## src/rtl/i2s_tx_serializer_pkg.sv

```systemverilog
// Shared types and sizing helpers for the I2S transmit serializer.
package i2s_tx_pkg;

    typedef enum logic [1:0] {
        UNLOCKED = 2'd0,
        LEFT     = 2'd1,
        RIGHT    = 2'd2
    } txState_t;

    localparam int DEF_PKT_WIDTH   = 32'sd16;
    localparam int DEF_SLOT_WIDTH  = 32'sd16;
    localparam int DEF_LOCK_FRAMES = 32'sd2;

    // Bit counter must reach 2*SLOT_WIDTH so a stuck WS line can be recognised.
    function automatic int cntWidth(input int slotWidth);
        return $clog2(32'sd2 * slotWidth + 32'sd1);
    endfunction

endpackage

```

## src/rtl/i2s_tx_serializer_ws_edge_detect.sv

```systemverilog
// Word-select edge detector: registers ws_i and flags falling (left) and rising (right) edges.
module ws_edge_detect (
    input  logic clk_i,
    input  logic reset_i,
    input  logic ws_i,
    output logic ws_fall_s,
    output logic ws_rise_s
);

    logic ws_q_r;

    // Previous word-select level.
    always_ff @(posedge clk_i or posedge reset_i) begin
        if (reset_i) begin
            ws_q_r <= 1'b0;
        end else begin
            ws_q_r <= ws_i;
        end
    end

    assign ws_fall_s = ws_q_r & ~ws_i;
    assign ws_rise_s = ~ws_q_r & ws_i;

endmodule

```

## src/rtl/i2s_tx_serializer.sv

```systemverilog
// I2S slave transmitter: sends each mono sample MSB first in both channel slots.
// Build option I2S_TX_UNDERRUN_MUTE_EN sends silence instead of repeating the last sample on underrun.
module i2s_tx_serializer
    import i2s_tx_pkg::*;
#(
    parameter int PKT_WIDTH   = DEF_PKT_WIDTH,
    parameter int SLOT_WIDTH  = DEF_SLOT_WIDTH,
    parameter int LOCK_FRAMES = DEF_LOCK_FRAMES
) (
    input  logic                 clk_i,
    input  logic                 reset_i,
    input  logic [PKT_WIDTH-1:0] pkt_i,
    input  logic                 pktChanged_i,
    input  logic                 ws_i,
    output logic                 sd_o,
    output logic                 locked_o,
    output logic                 underrun_o,
    output logic                 overrun_o,
    output logic                 frameErr_o
);

    localparam int CNT_W  = cntWidth(SLOT_WIDTH);
    localparam int GOOD_W = $clog2(LOCK_FRAMES + 32'sd1);
    localparam logic [CNT_W-1:0]  CNT_ONE       = CNT_W'(32'd1);
    localparam logic [CNT_W-1:0]  CNT_SLOT_LAST = CNT_W'(SLOT_WIDTH - 32'sd1);
    localparam logic [CNT_W-1:0]  CNT_STUCK     = CNT_W'(32'sd2 * SLOT_WIDTH);
    localparam logic [GOOD_W-1:0] GOOD_ONE      = GOOD_W'(32'd1);
    localparam logic [GOOD_W-1:0] GOOD_MAX      = GOOD_W'(LOCK_FRAMES);

    logic                 ws_fall_s;
    logic                 ws_rise_s;
    logic                 ws_edge_s;
    txState_t             state_r;
    txState_t             next_state_s;
    logic                 left_start_s;
    logic                 right_start_s;
    logic                 stuck_s;
    logic                 checked_edge_s;
    logic                 frame_err_s;
    logic [CNT_W-1:0]     bit_cnt_r;
    logic [GOOD_W-1:0]    good_cnt_r;
    logic [GOOD_W-1:0]    good_next_s;
    logic [PKT_WIDTH-1:0] hold_r;
    logic                 valid_r;
    logic [PKT_WIDTH-1:0] frame_r;
    logic [PKT_WIDTH-1:0] shift_r;
    logic [PKT_WIDTH-1:0] left_data_s;

    ws_edge_detect u_ws_edge (
        .clk_i     (clk_i),
        .reset_i   (reset_i),
        .ws_i      (ws_i),
        .ws_fall_s (ws_fall_s),
        .ws_rise_s (ws_rise_s)
    );

    assign ws_edge_s = ws_fall_s | ws_rise_s;

    // Slot sequencing; a falling edge always resyncs to a left slot.
    always_comb begin
        next_state_s  = state_r;
        left_start_s  = 1'b0;
        right_start_s = 1'b0;
        stuck_s       = 1'b0;
        if (ws_fall_s) begin
            next_state_s = LEFT;
            left_start_s = 1'b1;
        end else if (ws_rise_s && (state_r != UNLOCKED)) begin
            next_state_s  = RIGHT;
            right_start_s = 1'b1;
        end else if (!ws_edge_s && (state_r != UNLOCKED) && (bit_cnt_r == CNT_STUCK)) begin
            next_state_s = UNLOCKED;
            stuck_s      = 1'b1;
        end else begin
            next_state_s = state_r;
        end
    end

    // Half-frame length check and saturating good-slot counter.
    always_comb begin
        checked_edge_s = ws_edge_s && (state_r != UNLOCKED);
        frame_err_s    = stuck_s || (checked_edge_s && (bit_cnt_r != CNT_SLOT_LAST));
        if (frame_err_s) begin
            good_next_s = '0;
        end else if (checked_edge_s && (good_cnt_r != GOOD_MAX)) begin
            good_next_s = good_cnt_r + GOOD_ONE;
        end else begin
            good_next_s = good_cnt_r;
        end
    end

    // Sample chosen for a new frame: same-cycle strobe bypasses the holding register.
    always_comb begin
        if (pktChanged_i) begin
            left_data_s = pkt_i;
        end else if (valid_r) begin
            left_data_s = hold_r;
        end else begin
`ifdef I2S_TX_UNDERRUN_MUTE_EN
            left_data_s = '0;
`else
            left_data_s = frame_r;
`endif
        end
    end

    // State, counters, sample hand-off, serial shifter and status outputs.
    always_ff @(posedge clk_i or posedge reset_i) begin
        if (reset_i) begin
            state_r    <= UNLOCKED;
            bit_cnt_r  <= '0;
            good_cnt_r <= '0;
            hold_r     <= '0;
            valid_r    <= 1'b0;
            frame_r    <= '0;
            shift_r    <= '0;
            sd_o       <= 1'b0;
            locked_o   <= 1'b0;
            underrun_o <= 1'b0;
            overrun_o  <= 1'b0;
            frameErr_o <= 1'b0;
        end else begin
            state_r    <= next_state_s;
            good_cnt_r <= good_next_s;
            frameErr_o <= frame_err_s;
            locked_o   <= (next_state_s != UNLOCKED) && (good_next_s >= GOOD_MAX);
            underrun_o <= left_start_s && !pktChanged_i && !valid_r;
            overrun_o  <= pktChanged_i && !left_start_s && valid_r;

            if (ws_edge_s) begin
                bit_cnt_r <= '0;
            end else if (bit_cnt_r != CNT_STUCK) begin
                bit_cnt_r <= bit_cnt_r + CNT_ONE;
            end else begin
                bit_cnt_r <= bit_cnt_r;
            end

            if (left_start_s) begin
                frame_r <= left_data_s;
                valid_r <= 1'b0;
            end else if (pktChanged_i) begin
                hold_r  <= pkt_i;
                valid_r <= 1'b1;
            end else begin
                valid_r <= valid_r;
            end

            if (next_state_s == UNLOCKED) begin
                sd_o    <= 1'b0;
                shift_r <= '0;
            end else if (left_start_s) begin
                sd_o    <= left_data_s[PKT_WIDTH-1];
                shift_r <= {left_data_s[PKT_WIDTH-2:0], 1'b0};
            end else if (right_start_s) begin
                sd_o    <= frame_r[PKT_WIDTH-1];
                shift_r <= {frame_r[PKT_WIDTH-2:0], 1'b0};
            end else begin
                sd_o    <= shift_r[PKT_WIDTH-1];
                shift_r <= {shift_r[PKT_WIDTH-2:0], 1'b0};
            end
        end
    end

endmodule
```

## config.mk

```make
export PLATFORM = sky130hd
export DESIGN_NAME = i2s_tx_serializer
export DESIGN_NICKNAME = d
export VERILOG_FILES = /design/src/rtl/i2s_tx_serializer_pkg.sv /design/src/rtl/i2s_tx_serializer_ws_edge_detect.sv /design/src/rtl/i2s_tx_serializer.sv
export SDC_FILE = /design/constraint.sdc
export NUM_CORES = 1
export LEC_CHECK = 0
export ABC_AREA = 1
export CORE_AREA = 2 2 76 78
export CTS_CLUSTER_DIAMETER = 120
export DETAILED_ROUTE_END_ITERATION = 12
export DIE_AREA = 0 0 78 80
export PLACE_DENSITY = 0.8
export SLEW_MARGIN = 20
export SYNTH_ARGS = -nofsm -noshare
export SYNTH_HDL_FRONTEND = slang
export SYNTH_SLANG_ARGS = --single-unit
```

## constraint.sdc

```tcl
create_clock -name clk_i -period 2.83 [get_ports clk_i]
set_input_delay 0.283 -clock clk_i [delete_from_list [all_inputs] [get_ports clk_i]]
set_output_delay 0.283 -clock clk_i [all_outputs]
set_load 0.01 [all_outputs]
```

# [Word-level counts from Yosys, hierarchy flattened]
# Index checks and enable logic that the tools add are counted.
# Widths: inputs -> output; s select.
[word_totals] out_inout_bits=5 register_bits=65 word_cells=71 input_bits=20
[op_classes] n_bitwise=6 n_mux=23 add_sub_neg=2 n_lt_le_gt_ge=1 n_reduce_logical=22 eq_ne=4
[op_table] op="$mux 16" count=5
[op_table] op="$mux 6" count=2
[op_table] op="$logic_and 1x1->1" count=11
[op_table] op="$mux 1" count=11
[op_table] op="$mux 2" count=5
[op_table] op="$reduce_bool 2->1" count=4
[op_table] op="$add 6x1->6 const B" count=1
[op_table] op="$eq 6x6->1 const B" count=1
[op_table] op="$ne 6x4->1 const B" count=1
[op_table] op="$ne 6x6->1 const B" count=1
[op_table] op="$logic_not 1->1" count=4
[op_table] op="$not 1->1" count=3
[op_table] op="$add 2x1->2 const B" count=1
[op_table] op="$and 1x1->1" count=2
[op_table] op="$ge 2x2->1 const B" count=1
[op_table] op="$logic_not 2->1" count=1
[op_table] op="$ne 2x2->1 const B" count=1
[op_table] op="$reduce_and 2->1" count=1
[op_table] op="$logic_or 1x1->1" count=1
[op_table] op="$or 1x1->1" count=1

# [Logic depth before layout (Yosys ltp)]
[depth] depth_word=13 mapped_depth=10 depth_no_buf=9

# [By module]
# From an unflattened synthesis, not the netlist that was laid out.
[unflattened] hier_cells=410 area_unflattened_um2=3263.1
[modules_own_cells] module="i2s_tx_serializer" area_per_inst_um2=3219.3 cells_each=404 seq_area_each_um2=1576.5 instances=1
[modules_own_cells] module="ws_edge_detect" area_per_inst_um2=43.8 cells_each=6 seq_area_each_um2=25.0 instances=1

# [Least setup slack after synthesis]
# No wires, ideal clock.
[synth_timing] kind="flip-flop to flip-flop" from="register u_ws_edge.ws_q_r" to="register shift_r[10]" stages_incl_launch_ff=10 required_time_ns=2.712 period_less_slack_ns=1.536 path_slack_ns=1.294 n_path_buf=1 t_arrival_ns=1.418 setup_time_ns=0.118 cell_sequence="dfrtp_1 ha_1 inv_2 nor2_2 nand3_1 nand2_2 nand2_4 nor2_8 buf_12 nor2_2"
[synth_via] elab_chain_cells=11 elab_cells_between_ends=18 cone_classes="9 x mux; 4 x bitwise; 5 x reduce/logical"
[synth_rtl] element="from (decl)" line="i2s_tx_serializer_ws_edge_detect.sv:10" source="logic ws_q_r;"
[synth_rtl] element="from (signal assigned)" line="i2s_tx_serializer_ws_edge_detect.sv:17" source="ws_q_r <= ws_i;"
[synth_rtl] element="$not 1->1" line="i2s_tx_serializer_ws_edge_detect.sv:22" source="assign ws_rise_s = ~ws_q_r & ws_i;"
[synth_rtl] element="$and 1x1->1" line="i2s_tx_serializer_ws_edge_detect.sv:22"
[synth_rtl] element="$or 1x1->1" line="i2s_tx_serializer.sv:57" source="assign ws_edge_s = ws_fall_s | ws_rise_s;"
[synth_rtl] element="$logic_not 1->1" line="i2s_tx_serializer.sv:71" source="end else if (!ws_edge_s && (state_r != UNLOCKED) && (bit_cnt_r == CNT_STUCK)) begin"
[synth_rtl] element="$logic_and 1x1->1 (2 in a row)" line="i2s_tx_serializer.sv:71"
[synth_rtl] element="$mux 2" line="i2s_tx_serializer.sv:71"
[synth_rtl] element="$mux 2" line="i2s_tx_serializer.sv:68" source="end else if (ws_rise_s && (state_r != UNLOCKED)) begin"
[synth_rtl] element="$mux 2 (*)" line="i2s_tx_serializer.sv:65" source="if (ws_fall_s) begin"
[synth_rtl] element="net next_state_s[0]" line="i2s_tx_serializer.sv:34" source="txState_t next_state_s;"
[synth_rtl] element="$logic_not 2->1 (*)" line="i2s_tx_serializer.sv:148" source="if (next_state_s == UNLOCKED) begin"
[synth_rtl] element="$mux 16 (*)" line="i2s_tx_serializer.sv:148"
[synth_rtl] element="to (signal assigned)" line="i2s_tx_serializer.sv:153" source="shift_r <= {left_data_s[PKT_WIDTH-2:0], 1'b0};"
[synth_rtl] element="to (signal assigned)" line="i2s_tx_serializer.sv:156" source="shift_r <= {frame_r[PKT_WIDTH-2:0], 1'b0};"
[synth_rtl] element="to (signal assigned)" line="i2s_tx_serializer.sv:159" source="shift_r <= {shift_r[PKT_WIDTH-2:0], 1'b0};"
[synth_rtl] element="to (decl)" line="i2s_tx_serializer.sv:46" source="logic [PKT_WIDTH-1:0] shift_r;"
# Mark *: on every way through the listed nets, which the timed path passes. The rest lies on a longest branch.
# A chain may end at the register's enable or synchronous reset.

# [Final worst setup path]
[layout_timing] from="register valid_r" to="register shift_r[8]"
[layout_via] elab_chain_cells=4
[layout_rtl] element="from (decl)" line="i2s_tx_serializer.sv:44" source="logic valid_r;"
[layout_rtl] element="from (signal assigned)" line="i2s_tx_serializer.sv:145" source="valid_r <= valid_r;"
[layout_rtl] element="$mux 16" line="i2s_tx_serializer.sv:96" source="end else if (valid_r) begin"
[layout_rtl] element="$mux 16" line="i2s_tx_serializer.sv:94" source="if (pktChanged_i) begin"
[layout_rtl] element="$mux 16" line="i2s_tx_serializer.sv:151" source="end else if (left_start_s) begin"
[layout_rtl] element="$mux 16" line="i2s_tx_serializer.sv:148"
# Every way passes these cells.

==> impl_metrics.tcl <==
set metrics [dict create \
    status "complete, no violations" \
    synthMuxAreaShare_pct 0 \
    setup_viol 0 \
    yosys.area.top_type "dfrtp_1" \
    drc_errors 0 \
    grt-ovfl-total 0 \
    max_slew_margin_pct 31.7 \
    synth_fa_ha_area_share_pct 1.97 \
    layout-drive-gt1-share_pct 8.64 \
    leakage_nw 1.82 \
    hp-class "in2reg" \
    vdd_drop_max_uv 632 \
    wl_met3_um 203 \
    ys_ff_latch 64 \
    critPathRequiredTime_ns 3.05 \
    dpl.hpwl_mm 3.92 \
    grt_first_pass_wirelength_mm 10.4 \
    drv_slew 0 \
    p_sw_share_pct 29.7 \
    crit_top_cell "o21ai_0" \
    yosys_warnings 0 \
    synth-xor-area-share_pct 1.11 \
    die_height_um 80 \
    hold_depth 1 \
    wl_met2_mm 2.86 \
    power_frac_seq_pct 51.6 \
    ys_async_sr_fraction_pct 100 \
    design.core.area_sq_mm 0.00541 \
    clkPwrFrac_pct 28.0 \
    min_to "u_ws_edge.ws_q_r" \
    hold_viol 0 \
    routed_via_density 5.01 \
    end_kind "flop" \
    grt_pass1_vias 2450 \
    switching_power_uw 649 \
    dr.first_iter.drc_count 118 \
    worst-path-max-fanout 35 \
    worst_pin_slew_ns 1.02 \
    cts_tree "done" \
    yosys-top-cells-area "dfrtp_1 51%, o21ai_0 10%, nand2_1 8.6%, inv_1 8.2%, nor2_1 6.4%" \
    numCtsBuffers 9 \
    htree_levels 3 \
    cts.sinks 64 \
    synth_top_family_by_area "simple AND/OR/NAND/NOR gates" \
    min_period_over_period_pct 66.1 \
    dieArea_sq_mm 0.00624 \
    syn_area_sq_mm 0.00317 \
    clock_latency_ns 0.33 \
    hp-start "ws_i" \
    num_vias 2504 \
    p_comb_share_pct 20.3 \
    yosysMostFrequentCell "nand2_1" \
    design_area_sq_mm 0.00358 \
    area_growth_pct 13.0 \
    slowest_stage "dfrtp_1" \
    p_per_area_mw_per_mm2 609 \
    rows 27 \
    cts_hold_buf 0 \
    cts_buffer_depth 2 \
    pin_count 25 \
    postPlaceCellArea_sq_mm 0.00344 \
    port_buffers 24 \
    first_pass_iters 4 \
    p_int_mw 1.53 \
    path_cells "o21ai_0, o21ai_0, nand2_1, nor2_1, nor2_2" \
    tns_ns 0 \
    antenna_left 0 \
    max_stage_delay_ns 1.02 \
    wl_mm 5.91 \
    synth.top_cell.area_share_pct 50.5 \
    worstSetupPathType "reg2reg" \
    cts_resized 0 \
    ys_seq_area_share_pct 50.5 \
    wire_per_inst_um 11.8 \
    fill_cells 444 \
    synth_compound_area_share_pct 13.1 \
    synth_cell_types 24 \
    place_congestion 0.823 \
    clk_pin_slew_ns 0.06 \
    rsz0062_at_grt "no" \
    syn_nets 427 \
    grt_max_degree 65 \
    critPathArrivalTime_ns 2.09 \
    reg2reg_depth 5 \
    r2r_end "shift_r[8]" \
    postSynthAreaPerCell_sq_um 7.88 \
    wl_met1_mm 2.75 \
    synth_edf_count 0 \
    start_kind "flop" \
    yosys.area_share.simple_pct 21.6 \
    synth_flop_cell "dfrtp_1" \
    min_period_ns 1.87 \
    r2r_slack_ns 0.96 \
    timing.rr.start "valid_r" \
    synthCells 402 \
    antenna_found_initial 0 \
    cts-root-buf "clkbuf_8" \
    finClkSkew_ns 0.00711 \
    initial_core_util_pct 58.6 \
    grt.total_usage_pct 21.4 \
    maxUsedRoutingLayer "met4" \
    max_freq_mhz 535 \
    max_cap_violations 0 \
    cts.repair_timing.setup_buffer_count 0 \
    synth_top_cells_by_count "73 x nand2_1, 69 x inv_1, 64 x dfrtp_1, 64 x o21ai_0, 54 x nor2_1" \
    diodes 0 \
    fin_nets 451 \
    die_w_um 78 \
]
==> registers in the layout (all words and copies together), names as in the netlist, 2 cells and up <==
signal / flops
frame_r: 16
hold_r: 16
shift_r: 15
bit_cnt_r: 6
good_cnt_r: 2
state_r: 2
==> worst max path at each step <==
stage,slack (ns),cells past startpoint,endpoint,from
after CTS,0.98,5,shift_r[8],valid_r
final,0.96,5,shift_r[8],valid_r
after global placement,0.71,10,shift_r[4],ws_i
after floorplan,0.95,1,bit_cnt_r[0],reset_i
after detailed placement,0.65,10,sd_o,ws_i
after global routing,0.71,5,shift_r[11],valid_r
==> through the flow <==
step                      setup WS (ns)  power (mW)  util (%)  instances  hold slack [ns]
after global placement            0.711        1.57      63.7        487            0.470
after detailed placement          0.648        1.59      63.7        487            0.477
after CTS                         0.979        2.21      66.3        500            0.458
after global routing              0.713        2.33      66.3        500            0.461
final                             0.961        2.18      66.3        500            0.463
after floorplan                   0.949        1.47         -        402            0.314
==> layer usage <==
layer / global-route usage [%] / vias up
li1: - / 1287
met1: 25.9 / 1165
met2: 37.1 / 40
met3: 5.09 / 12
met4: 8.25 / 0
met5: 0 / -
==> power groups by stage <==
| stage | clock network (mW) | logic (mW) | registers [mW] |
|---|---|---|---|
| 3_5_place_dp | 0 | 0.448 | 1.14 |
| 4_1_cts | 0.632 | 0.452 | 1.13 |
| 5_1_grt | 0.669 | 0.521 | 1.14 |
| 2_1_floorplan | 0 | 0.349 | 1.12 |
| 3_3_place_gp | 0 | 0.433 | 1.14 |
| 6_report | 0.612 | 0.444 | 1.13 |
==> worst max-delay path, delay by kind of cell (launching register included) <==
family | cells | cell delay (ns)
flip-flops | 1 | 1.02
AND/OR/NAND/NOR | 3 | 0.28
AO/OA/AOI/OAI | 2 | 0.45
==> cell type report <==
cell class / instances / area, sq um / area share, %
clock buffers: 11 / 131 / 3.67
clock inverters: 2 / 10.0 / 0.279
inverters: 71 / 267 / 7.44
multi-input cells: 250 / 1200 / 33.4
flip-flops and latches: 64 / 1600 / 44.7
well taps: 72 / 90.1 / 2.51
repair buffers: 30 / 285 / 7.96
==> logic make-up (layout without fill, tap and decap cells) <==
| group | count (synthesis) | in the layout |
|---|---|---|
| compound gates | 83 | 83 |
| buf+inv | 88 | 114 |
| fa+ha+maj | 5 | 5 |
| flops | 64 | 64 |
| xor+xnor | 4 | 4 |
| simple gates | 158 | 158 |
==> layout by cell type, fill, tap and decap left out <==
cell / n
nand2_1: 73
inv_1: 68
o21ai_0: 64
dfrtp_1: 64
nor2_1: 54
clkdlybuf4s50_1: 24
a21oi_1: 16
nor2_2: 11
nand3_1: 10
clkbuf_8: 9
buf_4: 6
ha_1: 5
xor2_1: 4
inv_2: 3
o21ai_1: 3
nor3_1: 2
nand4_1: 2
nand2_2: 2
nand2_4: 2
clkinv_2: 2
clkbuf_1: 2
nor2_4: 1
nor2_8: 1
No activity file was read; power rests on OpenSTA's default activity.
==> edit 1 (config.mk and constraints unchanged) <==
Reset style: synchronous (`reset_i`), changed in 2 clocked blocks.
--- a/src/rtl/i2s_tx_serializer_ws_edge_detect.sv
+++ b/src/rtl/i2s_tx_serializer_ws_edge_detect.sv
@@ -10,7 +10,7 @@
     logic ws_q_r;
 
     // Previous word-select level.
-    always_ff @(posedge clk_i or posedge reset_i) begin
+    always_ff @(posedge clk_i) begin
         if (reset_i) begin
             ws_q_r <= 1'b0;
         end else begin
--- a/src/rtl/i2s_tx_serializer.sv
+++ b/src/rtl/i2s_tx_serializer.sv
@@ -105,7 +105,7 @@
     end
 
     // State, counters, sample hand-off, serial shifter and status outputs.
-    always_ff @(posedge clk_i or posedge reset_i) begin
+    always_ff @(posedge clk_i) begin
         if (reset_i) begin
             state_r    <= UNLOCKED;
             bit_cnt_r  <= '0;
Function: differs if reset_i is asserted again (counterexample within 4 cycles, from zero or initial values and one cycle with reset_i high); with reset_i held inactive, the same outputs for 10 cycles.
==> edit 1 against the original RTL <==
- count of clock-buffer cells in the layout fell by 1
- routed wire length up 7.8%
- highest routed layer unchanged
- worst setup slack better by 6.5 ps
- worst hold slack improved by 4.0 ps
- cell area decreased by 5.3%
- clock skew is 1.2 ps higher
- maximum frequency grew 0.35%
- area after synthesis down 7.8%
- sequential cell count is the same
- non-clock buffer count is 1 higher
- critical path type is now primary input to flop
Power is not compared: it rests on default switching activity, and its combinational part moved more than twofold at a synthesized area within 25%.
==> edit 1: results (changes against the original RTL) <==
worst reg-to-reg setup slack=1160 ps (+200 ps); sequential share of the synthesized area=0.439 (-0.0668); worst-path fanout max=24 (-31%); Port Buffer Count=24 (unchanged); largest net degree at the start of global routing=25 (-62%); Worst-Skew Late Latency=350 ps (+20 ps); Hold Path Class=flop to flop; slowest stage delay, CP=490 ps (-530 ps); status=complete, no violations; vias in the first global route=2475 (+1.0%); first-pass GRT wire length=11100 um (+6.7%); global router's overall resource usage=0.228 (+0.0138); Register-to-Register Path Depth=6 (+1); RD Place Congestion=0.791 (-3.9%); WL final=6370 um (+7.8%); share of cells above drive strength 1=0.103 (+0.0168); Ys Warns=0 (unchanged); Syn Nets=434 (+1.6%); drt initial violations=158 (+34%); WHS Path Cells=2 (+1); Synth cell types=31 (+29%); peak supply drop=0.374 mV; Clock Skew=8.30 ps (+1.18 ps); clock root cell=clkbuf_8; CP max stage cell=clkdlybuf4s50_1; Worst Hold End=frame_r[0]; Hold Slack=467 ps (+4.00 ps); ys async rst share=0 (-1.00); min-delay src=frame_r[0]; filler instances=493 (+11%); Seq cells post-synth=64 (unchanged); Reg-to-Reg Start=valid_r; Final nets=456 (+1.1%); synth cell count leaders=nor2_1 (75), dfxtp_1 (64), nand2_1 (56); Vias/cell=5.16 (+3.0%); CP Launch Point=ws_i; Slew @ Worst Pin=658 ps (-366 ps); dpl hpwl=4100 um (+4.6%); top post-synthesis cells by area=dfxtp_1 (44%), nor2_1 (9.6%), nand2_1 (7.2%); Critical R2R Capture=shift_r[3]; setup tns final=0 ps (unchanged)
edit 1: cell types whose count changed after synthesis, sizes merged, moves of 6 or more:
cell / change
a21oi: +22
buf: +6
dfrtp: -64
dfxtp: +64
inv: -12
nand2: -14
nand3: -6
nor2: +13
o21ai: -15
o22ai: +15
edit 1: logic make-up after synthesis:
family                     count (synthesis)  share of synthesized area
AOI/OAI and AO/OA                        107                      0.197
adders and majority gates                  5                     0.0214
xor gates and xnor gates                   2                    0.00600
buffers and inverters                     79                      0.117
and+or+nand+nor                          152                      0.220
DFF                                       64                      0.439
edit 1: how the worst max path moves through the flow:
stage | end | slack, ps
after floorplan | shift_r[12] | 1420
after global placement | shift_r[5] | 670
after detailed placement | shift_r[9] | 620
after CTS | shift_r[9] | 980
after global routing | shift_r[5] | 770
final | shift_r[9] | 970
edit 1: cell type report:
class / instances / area [um2] / area share
clock buffers: 10 / 138 / 0.0406
flip-flops and latches: 64 / 1280 / 0.378
repair buffers: 31 / 293 / 0.0863
clock inverters: 6 / 67.6 / 0.0199
well taps: 72 / 90.1 / 0.0266
inverters: 59 / 224 / 0.0661
multi-input cells: 266 / 1300 / 0.383
edit 1: metal layers:
metal / track usage / routed length, um / share of wire
met1: 0.291 / 2940 / 0.46
met2: 0.374 / 3030 / 0.47
met3: 0.0566 / 328 / 0.051
met4: 0.0807 / 78 / 0.012
met5: 0 / 0 / 0
edit 1: worst max-delay path, delay by kind of cell:
| kind | cells | cell delay (ps) |
|---|---|---|
| buf+inv | 4 | 1090 |
| fa+ha+maj | 1 | 270 |
| simple gates | 3 | 280 |
| compound gates | 2 | 160 |
edit 1: through the flow:
stage	utilization	total power, mW	cells	setup WS, ps	area [um2]
final	0.627	1.96	508	967	3390
after CTS	0.627	1.97	508	981	3390
after detailed placement	0.589	1.17	492	617	3190
after global placement	0.589	1.17	492	665	3190
after floorplan	-	1.11	409	1420	2920
after global routing	0.627	2.04	508	766	3390
edit 1: power by group:
group	internal [mW]	switching, mW
logic	0.0761	0.118
clock network	0.433	0.374
registers	0.936	0.0212
total	1.44	0.513
==> edit 2 (same flow settings) <==
Without the edit above. Set the package constant `DEF_SLOT_WIDTH` to 32'sd12 (it was 32'sd16).
--- a/src/rtl/i2s_tx_serializer_pkg.sv
+++ b/src/rtl/i2s_tx_serializer_pkg.sv
@@ -8,7 +8,7 @@
     } txState_t;
 
     localparam int DEF_PKT_WIDTH   = 32'sd16;
-    localparam int DEF_SLOT_WIDTH  = 32'sd16;
+    localparam int DEF_SLOT_WIDTH  = 32'sd12;
     localparam int DEF_LOCK_FRAMES = 32'sd2;
 
     // Bit counter must reach 2*SLOT_WIDTH so a stuck WS line can be recognised.
Formal check against the unedited RTL: no difference found for any inputs over 10 cycles, from zero or initial values and one cycle with reset_i high; that may be too few to reach the edited logic, so the function may still have changed.
==> edit 2 against the original RTL <==
- via count grew 2.8%
- critical path type is now primary input to flop
- sequential cell count fell by 1
- clock skew about the same
- critical endpoint is now hold_r[5]
- combinational power grew 3%
- area after synthesis increased by 1.8%
- routed wire length grew 2.1%
- power increased by 4.8%
- worst setup slack better by 18 ps
- cell area increased by 1.6%
==> edit 2: results (changes against the original RTL) <==
ys async rst share=1.00 (unchanged); Post-CTS Setup Bufs=0 (unchanged); Slew @ Worst Pin=734 ps (-291 ps); vias=2575 (+2.8%); Num CTS Buffers=9 (unchanged); Placed Cells incl. Taps=492 (+1.0%); share of cells above drive strength 1=0.113 (+0.0262); CTS resizes=0 (unchanged); first-pass GRT wire length=10700 um (+3.0%); pre-CTS WS=647 ps (-1.26 ps); vias in the first global route=2405 (-1.8%); Synth cell types=25 (+4.2%); power share of the clock group=0.313 (+0.033); sequential share of the synthesized area=0.489 (-0.0166); status=complete, no violations; largest net degree at the start of global routing=52 (-20%); fin cells=507 (+1.4%); Clock Skew=7.47 ps (+0.357 ps); leakage power=1.86 nW (+2.4%); Post-synth top flop=dfrtp_1; Syn Nets=435 (+1.9%); RD Place Congestion=0.778 (-5.5%); ANT cells=0 (unchanged); Pint=1.60 mW (+4.5%); Ys Warns=0 (unchanged); top post-synthesis cells by area=dfrtp_1 (49%), nand2_1 (14%), inv_1 (5.5%); Final nets=456 (+1.1%); worst-path fanout max=51 (+46%); placed cell areas=0.00346 mm2 (+0.44%); Wirelength per Cell=11.9 um (+0.72%); Hold Path Class=primary input to async pin; H-tree lvl count=3 (unchanged); drt initial violations=184 (+56%); dpl hpwl=3990 um (+1.8%); register share of total power=0.486 (-0.030); synth cell count leaders=nand2_1 (120), dfrtp_1 (63), inv_1 (47), nor2_1 (47), nand3_1 (35); peak supply drop=0.430 mV (-32%); initial antenna violation count=0 (unchanged); Worst-Skew Late Latency=330 ps (about the same); Port Buffer Count=24 (unchanged); Clock transition at path regs=70 ps; biggest regs=frame_r: 16 flops, hold_r: 16 flops, shift_r: 15 flops; global router's overall resource usage=0.222 (+0.00822); post-route cell area=0.00364 mm2 (+1.6%); clock root cell=clkbuf_8; synthesized netlist cell count=410 (+2.0%); filler instances=448 (+0.90%); P_clk=0.716 mW (+17%)
[edit 2: cell types whose count changed after synthesis, sizes merged]
cell / unedited run / this run
nand2: 77 / 127
o21ai: 67 / 25
nand3: 10 / 35
inv: 71 / 52
buf: 12 / 17
nor2: 67 / 62
clkbuf: 5 / 1
a21oi: 16 / 18
xor2: 4 / 2
dfrtp: 64 / 63
nand4: 2 / 1
[edit 2: path summary, 6_finish.rpt]
path | start | slack, ps | end | cells after the start
hold / removal | reset_i | 320 | hold_r[11] | 2
setup reg to reg | valid_r | 990 | shift_r[6] | 7
max in group asynchronous | reset_i | 1900 | shift_r[8] | 3
setup / recovery | ws_i | 980 | hold_r[5] | 8
min in group clk_i | ws_i | 450 | u_ws_edge.ws_q_r | 1
hold reg to reg | hold_r[13] | 480 | hold_r[13] | 2
[edit 2: kinds of logic (layout without fill, tap and decap cells)]
logic type / count (synthesis) / after routing / share of synthesized area
DFF: 63 / 63 / 0.489
buffers and inverters: 70 / 95 / 0.106
AOI/OAI and AO/OA: 43 / 43 / 0.0702
adders and majority gates: 5 / 5 / 0.0194
xor gates and xnor gates: 2 / 2 / 0.00543
and+or+nand+nor: 227 / 227 / 0.310
[edit 2: area by class of cell]
type | instances | share of cell area
flip-flops and latches | 63 | 0.433
inverters | 52 | 0.0550
multi-input cells | 277 | 0.359
well taps | 72 | 0.0248
clock inverters | 3 | 0.00481
clock buffers | 12 | 0.0454
repair buffers | 28 | 0.0777
[edit 2: critical path, stage by stage]
cell and delay, ps:
clkdlybuf4s50_1 500, inv_1 50, ha_1 270, inv_4 410, nand2_1 140, buf_4 220
nand2_1 80, o21ai_0 90
[edit 2: layer usage]
layer / global-route usage / share of wire
met1: 0.290 / 0.47
met2: 0.361 / 0.47
met3: 0.0373 / 0.043
met4: 0.107 / 0.017
met5: 0 / 0
